### src/rtl/msg_ctrl_pkg.sv
// rtl/msg_ctrl_pkg.sv - shared state encoding and defaults for the message sender
package msg_ctrl_pkg;

  // Sequencer states: fetch a ROM byte, load it, wait for the UART, optionally idle in a gap
  typedef enum logic [2:0] {
    ST_IDLE  = 3'd0,
    ST_FETCH = 3'd1,
    ST_LOAD  = 3'd2,
    ST_SEND  = 3'd3,
    ST_GAP   = 3'd4
  } state_t;

  localparam int DEFAULT_MSG_LEN    = 14;
  localparam int DEFAULT_GAP_CYCLES = 50_000_000;

  // Counter width able to hold GAP_CYCLES-1 (never narrower than one bit)
  function automatic int gap_width(input int cycles);
    return (cycles > 1) ? $clog2(cycles) : 1;
  endfunction

endpackage

### src/rtl/gap_timer.sv
// rtl/gap_timer.sv - loadable down-counter with zero flag for the inter-message gap
module gap_timer #(
  parameter int WIDTH = 26
) (
  input  logic             clk,
  input  logic             rst_n,
  input  logic             load,
  input  logic [WIDTH-1:0] load_value,
  input  logic             dec,
  output logic [WIDTH-1:0] value,
  output logic             zero
);

  // Load has priority; decrement saturates at zero so a stalled caller never wraps
  always_ff @(posedge clk) begin
    if (!rst_n) begin
      value <= '0;
    end else if (load) begin
      value <= load_value;
    end else if (dec && (value != '0)) begin
      value <= value - 1'b1;
    end
  end

  // Zero flag straight from the count register
  assign zero = (value == '0);

endmodule

### src/rtl/message_sender.sv
// rtl/message_sender.sv - streams a fixed ROM message to a UART, with optional periodic repeat
module message_sender
  import msg_ctrl_pkg::*;
#(
  parameter int MSG_LEN    = DEFAULT_MSG_LEN,
  parameter int GAP_CYCLES = DEFAULT_GAP_CYCLES
) (
  input  logic       clk,
  input  logic       rst_n,
  input  logic       start,
  input  logic       repeat_en,
  input  logic       abort,
  output logic [3:0] rom_addr,
  input  logic [7:0] rom_data,
  output logic [7:0] tx_data,
  output logic       new_tx_data,
  input  logic       tx_busy,
  output logic       busy,
  output logic       done
);

  localparam int               GAP_W    = gap_width(GAP_CYCLES);
  localparam logic [3:0]       LAST_IDX = 4'(MSG_LEN - 1);
  localparam logic [GAP_W-1:0] GAP_LOAD = GAP_W'(GAP_CYCLES - 1);

  state_t             state;
  state_t             next_state;
  logic [3:0]         idx;
  logic [3:0]         idx_next;
  logic               strobe_next;
  logic               done_next;
  logic               tx_load;
  logic               gap_load;
  logic               gap_dec;
  logic [GAP_W-1:0]   gap_value;
  logic               gap_zero;

  gap_timer #(
    .WIDTH (GAP_W)
  ) u_gap_timer (
    .clk        (clk),
    .rst_n      (rst_n),
    .load       (gap_load),
    .load_value (GAP_LOAD),
    .dec        (gap_dec),
    .value      (gap_value),
    .zero       (gap_zero)
  );

  // State and character index registers
  always_ff @(posedge clk) begin
    if (!rst_n) begin
      state <= ST_IDLE;
      idx   <= 4'd0;
    end else begin
      state <= next_state;
      idx   <= idx_next;
    end
  end

  // Next-state, index and strobe decisions; abort overrides everything
  always_comb begin
    next_state  = state;
    idx_next    = idx;
    strobe_next = 1'b0;
    done_next   = 1'b0;
    tx_load     = 1'b0;
    gap_load    = 1'b0;
    gap_dec     = 1'b0;
    if (abort) begin
      next_state = ST_IDLE;
      idx_next   = 4'd0;
    end else begin
      case (state)
        ST_IDLE: begin
          idx_next = 4'd0;
          if (start || repeat_en) begin
            next_state = ST_FETCH;
          end
        end
        ST_FETCH: begin
          next_state = ST_LOAD;
        end
        ST_LOAD: begin
          tx_load    = 1'b1;
          next_state = ST_SEND;
        end
        ST_SEND: begin
          if (!tx_busy) begin
            strobe_next = 1'b1;
            if (idx == LAST_IDX) begin
              done_next = 1'b1;
              if (repeat_en) begin
                gap_load   = 1'b1;
                next_state = ST_GAP;
              end else begin
                idx_next   = 4'd0;
                next_state = ST_IDLE;
              end
            end else begin
              idx_next   = idx + 4'd1;
              next_state = ST_FETCH;
            end
          end
        end
        ST_GAP: begin
          if (!repeat_en) begin
            idx_next   = 4'd0;
            next_state = ST_IDLE;
          end else if (gap_zero) begin
            idx_next   = 4'd0;
            next_state = ST_FETCH;
          end else begin
            gap_dec = 1'b1;
          end
        end
        default: begin
          idx_next   = 4'd0;
          next_state = ST_IDLE;
        end
      endcase
    end
  end

  // Registered outputs: ROM address presented on entry to FETCH, byte captured in LOAD
  always_ff @(posedge clk) begin
    if (!rst_n) begin
      rom_addr    <= 4'd0;
      tx_data     <= 8'h00;
      new_tx_data <= 1'b0;
      done        <= 1'b0;
    end else begin
      new_tx_data <= strobe_next;
      done        <= done_next;
      if (tx_load) begin
        tx_data <= rom_data;
      end
      if (next_state == ST_FETCH) begin
        rom_addr <= idx_next;
      end else if (next_state == ST_IDLE) begin
        rom_addr <= 4'd0;
      end
    end
  end

  // Busy decodes straight from the state register
  assign busy = (state != ST_IDLE);

endmodule

### config.mk
export PLATFORM = sky130hd
export DESIGN_NAME = message_sender
export DESIGN_NICKNAME = d
export VERILOG_FILES = /design/src/rtl/msg_ctrl_pkg.sv /design/src/rtl/gap_timer.sv /design/src/rtl/message_sender.sv
export SDC_FILE = /design/constraint.sdc
export NUM_CORES = 1
export LEC_CHECK = 0
export BUFFER_PORTS_ARGS = -buffer_cell sky130_fd_sc_hd__buf_2
export CORE_UTILIZATION = 54
export CTS_BUF_LIST = sky130_fd_sc_hd__clkbuf_2 sky130_fd_sc_hd__clkbuf_4 sky130_fd_sc_hd__clkbuf_8
export DETAILED_ROUTE_END_ITERATION = 8
export PLACE_DENSITY = 0.77
export SLEW_MARGIN = 20
export SYNTH_ARGS = -nofsm -noshare
export SYNTH_HDL_FRONTEND = slang
export SYNTH_SLANG_ARGS = --single-unit
### constraint.sdc
create_clock -name clk -period 2.35 [get_ports clk]
set_clock_uncertainty 0.1 [all_clocks]
set_input_delay 0.3525 -clock clk [delete_from_list [all_inputs] [get_ports clk]]
set_output_delay 0.3525 -clock clk [all_outputs]
set_load 0.01 [all_outputs]
=== Word-level counts from Yosys, hierarchy flattened ===
Index checks and enable logic that the tools add are counted.

* Output and inout bits: 15
* Word-level logic and storage cells: 63
* Bits of input ports: 14
* Flip-flop bits (word level): 47

* Add/subtract/negate cells: 2
* Bitwise logic cells: 2
* Mux-type cells: 32
* Reductions and logical operators: 13
* Eq/ne operators: 6

{| class="wikitable"
|+ Operators by type and width
! cell !! number
|-
| $mux W26 || 2
|-
| $mux W4 || 8
|-
| $logic_not A26 Y1 || 1
|-
| $reduce_bool A26 Y1 || 1
|-
| $sub A26 B1 Y26 const B || 1
|-
| $mux W3 || 7
|-
| $pmux W3 S5 || 1
|-
| $mux W1 || 13
|-
| $pmux W4 S3 || 1
|-
| $eq A3 B1 Y1 const B || 2
|-
| $eq A3 B2 Y1 const B || 2
|-
| $logic_not A3 Y1 || 2
|-
| $add A4 B1 Y4 const B || 1
|-
| $eq A4 B4 Y1 const B || 1
|-
| $reduce_bool A2 Y1 || 2
|-
| $reduce_or A2 Y1 || 2
|-
| $reduce_or A4 Y1 || 1
|-
| $eq A3 B3 Y1 const B || 1
|-
| $reduce_bool A3 Y1 || 1
|-
| $reduce_or A3 Y1 || 1
|-
| $not A1 Y1 || 2
|-
| $logic_and A1 B1 Y1 || 1
|-
| $logic_or A1 B1 Y1 || 1
|}

=== Logic depth before layout (Yosys ltp) ===
* Depth after elaboration: 8
* Gate-level depth with buffers: 9
* Mapped depth without buffers: 7

=== Modules after synthesis ===
From an unflattened synthesis, not the netlist that was laid out.

* Cell total of the unflattened synthesis: 317
* Area, all modules: 2,571.2 µm²

{| class="wikitable"
|+ Modules (own cells, without submodules)
! module !! seq. area each (µm²) !! cells an instance !! instances !! area each (µm²)
|-
| gap_timer || 520.5 || 192 || 1 || 1,531.5
|-
| message_sender || 420.4 || 125 || 1 || 1,039.7
|}

=== Worst setup path after synthesis ===
Ideal clock, no wire load.

* Path kind: register -> register
* Start: register u_gap_timer.value[0]
* End: register u_gap_timer.value[24]
* Period minus slack after synthesis: 2.311 ns
* Required time: 2.178 ns
* Slack: 0.039 ns
* Arrival: 2.139 ns
* Path buffers: 0
* Stages on the path, launching flop included: 8
* Cell sequence: dfxtp_1 -> inv_1 -> ha_1 -> or3b_2 -> nor4_2 -> nand4_1 -> or3_1 -> a21oi_1

* Longest elaborated chain between the ends: 6
* Elaborated cells on any way between the ends: 8
* Classes of those cells: 1 x add/sub; 4 x mux; 3 x reduce/logical

{| class="wikitable"
|+ RTL lines
! element !! RTL line !! RTL
|-
| start: declaration || gap_timer.sv:10 || <nowiki>output logic [WIDTH-1:0] value,</nowiki>
|-
| start signal: assignment || gap_timer.sv:19 || <nowiki>value <= load_value;</nowiki>
|-
| start signal: assignment || gap_timer.sv:21 || <nowiki>value <= value - 1'b1;</nowiki>
|-
| parallel branches: the longest is 6 deep, another holds $sub A26 B1 Y26 || n/a ||
|}

Parallel ways; which one is timed is not known.
A chain may end at the register's enable or synchronous reset.

=== Worst setup path after layout ===
* Start: register u_gap_timer.value[7]
* End: register u_gap_timer.value[25]

* Longest elaborated chain between the ends: 7
* Elaborated cells on any way between the ends: 11
* Classes of those cells: 1 x add/sub; 6 x mux; 4 x reduce/logical

{| class="wikitable"
|+ RTL lines
! element
|-
| parallel branches: the longest is 7 deep, another holds $sub A26 B1 Y26
|}

Parallel ways; which one is timed is not known. The select of a mux whose other input is x is not followed.

==> results.yml <==
critical_path:
  path_depth: 8
  crit_slowest_cell: "or4_1"
  crit_top_cell: "buf_4"
  slowest_delay_ps: 530
  timing.critical_path.cells: "or4_1, buf_4, nor3_4, clkdlybuf4s15_2, buf_4, nand4_1, xnor2_1, o21a_1"
  r2r_start: "u_gap_timer.value[7]"
  crit_path_max_fanout: 7
  startpoint_type: "flop"
  r2r_slack_ps: 90
  crit_buf_inv: 3
  end_kind: "flop"
  cp_top_family: "simple AND/OR/NAND/NOR gates"
  cp.arrival_ps: 2370
  crit_required_ps: 2460
  r2r_end: "u_gap_timer.value[25]"
  ff2ff_path_depth: 8
  worstSetupPathType: "flop to flop"
floorplan:
  dieArea_um2: 4730
  die_w_um: 68.8
  row_count: 23
  dieHeight_um: 68.8
  io_pins: 29
  start_util_pct: 58.2
  core_um2: 4140
routing:
  drc: 0
  vias_per_cell: 5.96
  wirelength_mm: 5.29
  num_vias: 2168
  wl_per_cell_um: 14.5
  antenna_left: 0
  drt_iter0_drc: 146
  firstDrtPassIters: 4
pwr:
  worst_ir_drop_vdd_mv: 0.295
  finalPower_mw: 1.58
  p_leak_nw: 1.12
  powerDensity_nw_per_um2: 554
clocking:
  root_buffer: "clkbuf_8"
  cts.sinks: 47
  htreeDepth: 2
  clock_latency_ps: 310
  cts_buffer_depth: 2
  clkSlewWorstSetupHoldPaths_ps: 90
  cts_tree: "done"
  holdBufCountCts: 0
  cts_buffers: 5
timing:
  fmax_mhz: 443
  timing.final.setup_violations: 0
  worstMarginPinSlew_ps: 588
  final_hold_viol_count: 0
  worst_slack_ps: 92.1
  rsz0062_at_grt: "yes"
  period_needed_ps: 2260
  period_share_pct: 96.1
  relSlewSlack_pct: 60.5
  drv_slew: 0
  finalSetupTns_ps: 0
placement:
  io_buffers: 28
  gp_congestion: 0.845
  place_area_um2: 2670
  dp_slack_ps: 58.8
  hpwl_mm: 3.65
logic_synthesis:
  synth.distinct_cells: 53
  synthesis.area_um2: 2410
  synth_edf_count: 0
  ys.warnings.count: 0
  synth_ff_type: "dfxtp_1"
  async_flop_share_pct: 0
  netlist_instances: 273
  syn_avg_cell_area_um2: 8.83
  syn-num-nets: 291
  synth_seq_area_share_pct: 39.0
  ys_seq_elements: 47
global_route:
  grt_use_total_pct: 24.8
  antenna_found_initial: 0
  grt_max_degree: 27
  grt_pass1_wl_mm: 8.78
  grt_overflow: 0
  grt_pass1_vias: 1955
hold_path:
  min_path_type: "primary input to flop"
  hp-start: "rom_data[7]"
  whs_endpoint: "tx_data[7]"
  min_path_cells: 3
finish:
  fill_cells: 349
  drive_gt1_share_pct: 22.3
  final_cell_mix: "47 x dfxtp_1, 28 x buf_2, 24 x nand2_1"
  regArea_um2: 941
  multi_input_area_um2: 1410
  diodes: 0
  layout_commonest_cell: "dfxtp_1"
  area_growth_pct: 18.2
  fin_nets: 331
  fin_area_um2: 2850
status:
  outcome: "finished, final reports clean"
flow_run:
  cap_violations: 0
==> flip-flops by register name, indices dropped and copies added (netlist names) <==
name and count:
done 1, new_tx_data 1, u_gap_timer.value 26, rom_addr 4
tx_data 8, idx 4, state 3
==> worst register-to-register path: cells and delay by family, from the launching register on <==
family / cells / cell delay (ps)
simple gates: 3 / 830
buf+inv: 3 / 590
flops: 1 / 340
compound gates: 1 / 160
xor+xnor: 1 / 150
==> synth_stat cells (2+ instances only) <==
library cell / instances / share of area (%)
nand2_1: 24 / 3.7
clkbuf_1: 5 / 0.78
a21o_1: 2 / 0.62
ha_1: 4 / 2.1
o21ai_0: 6 / 1.2
xnor2_1: 9 / 3.3
or2_2: 4 / 1.0
a22o_1: 3 / 1.1
nor2b_1: 4 / 1.0
a211oi_1: 4 / 1.2
nor4_1: 10 / 2.6
or4_1: 5 / 1.6
buf_2: 5 / 1.0
o21ai_4: 2 / 1.3
nand4_1: 7 / 1.8
nor2_1: 20 / 3.1
nand3_1: 3 / 0.62
nor4_2: 2 / 1.0
a21oi_1: 7 / 1.5
xor2_1: 6 / 2.2
nand4bb_1: 2 / 0.93
o21a_1: 10 / 3.1
or3_1: 7 / 1.8
and3_1: 3 / 0.78
inv_1: 6 / 0.93
nor3_1: 13 / 2.7
o31a_1: 9 / 3.3
nand2b_1: 3 / 0.78
a21boi_0: 9 / 2.8
dfxtp_1: 47 / 39
a31oi_1: 3 / 0.78
o211ai_1: 8 / 2.5
==> repair_timing <==
item,in CTS,in global routing
buffers inserted,0,1
setup endpoints to repair,0,13
gates resized for setup,0,6
==> per-layer routing <==
metal / routed length [um] / GRT usage [%]
met2: 2380 / 41.5
met1: 2570 / 31.3
met5: 0 / 0
met4: 72 / 9.18
met3: 268 / 4.93
==> report_power, final <==
part           internal (mW)  switching, mW  total, mW  leakage [nW]
sequential             0.799        0.00407      0.803         0.379
combinational         0.0261         0.0389     0.0650         0.670
clock                  0.437          0.273      0.709        0.0688
total                   1.26          0.316       1.58          1.12
==> worst max-delay path by stage <==
| stage | start | to |
|---|---|---|
| after floorplan | u_gap_timer.value[0] | u_gap_timer.value[24] |
| after detailed placement | u_gap_timer.value[7] | rom_addr[3] |
| after global routing | u_gap_timer.value[7] | u_gap_timer.value[24] |
| after global placement | u_gap_timer.value[7] | rom_addr[3] |
| after CTS | u_gap_timer.value[1] | u_gap_timer.value[24] |
| final | u_gap_timer.value[7] | u_gap_timer.value[25] |
==> cells by family (layout without fill, tap and decap cells) <==
group,after synthesis,count (layout),synth area share (%)
and+or+nand+nor,117,117,27.2
DFF,47,47,39.0
xor gates and xnor gates,15,15,5.45
buffers and inverters,19,60,3.58
AOI/OAI and AO/OA,71,71,22.7
adders and majority gates,4,4,2.08
==> cell type report <==
type,count,share of cell area (%)
Clock inverter,2,2.11
Inverter,6,0.791
Timing Repair Buffer,46,9.79
Multi-Input combinational cell,207,49.4
Sequential cell,47,33.0
Tap cell,50,2.20
Clock buffer,6,2.68
==> stage by stage <==
stage               hold WS [ps]  std cells  utilization (%)
finish                       185        364             68.8
global route                 188        364             68.8
CTS                          182        362             67.7
detailed placement           355        354             64.4
global placement             347        354             64.4
floorplan                    367        273                -
No activity file was read; power rests on OpenSTA's default activity.
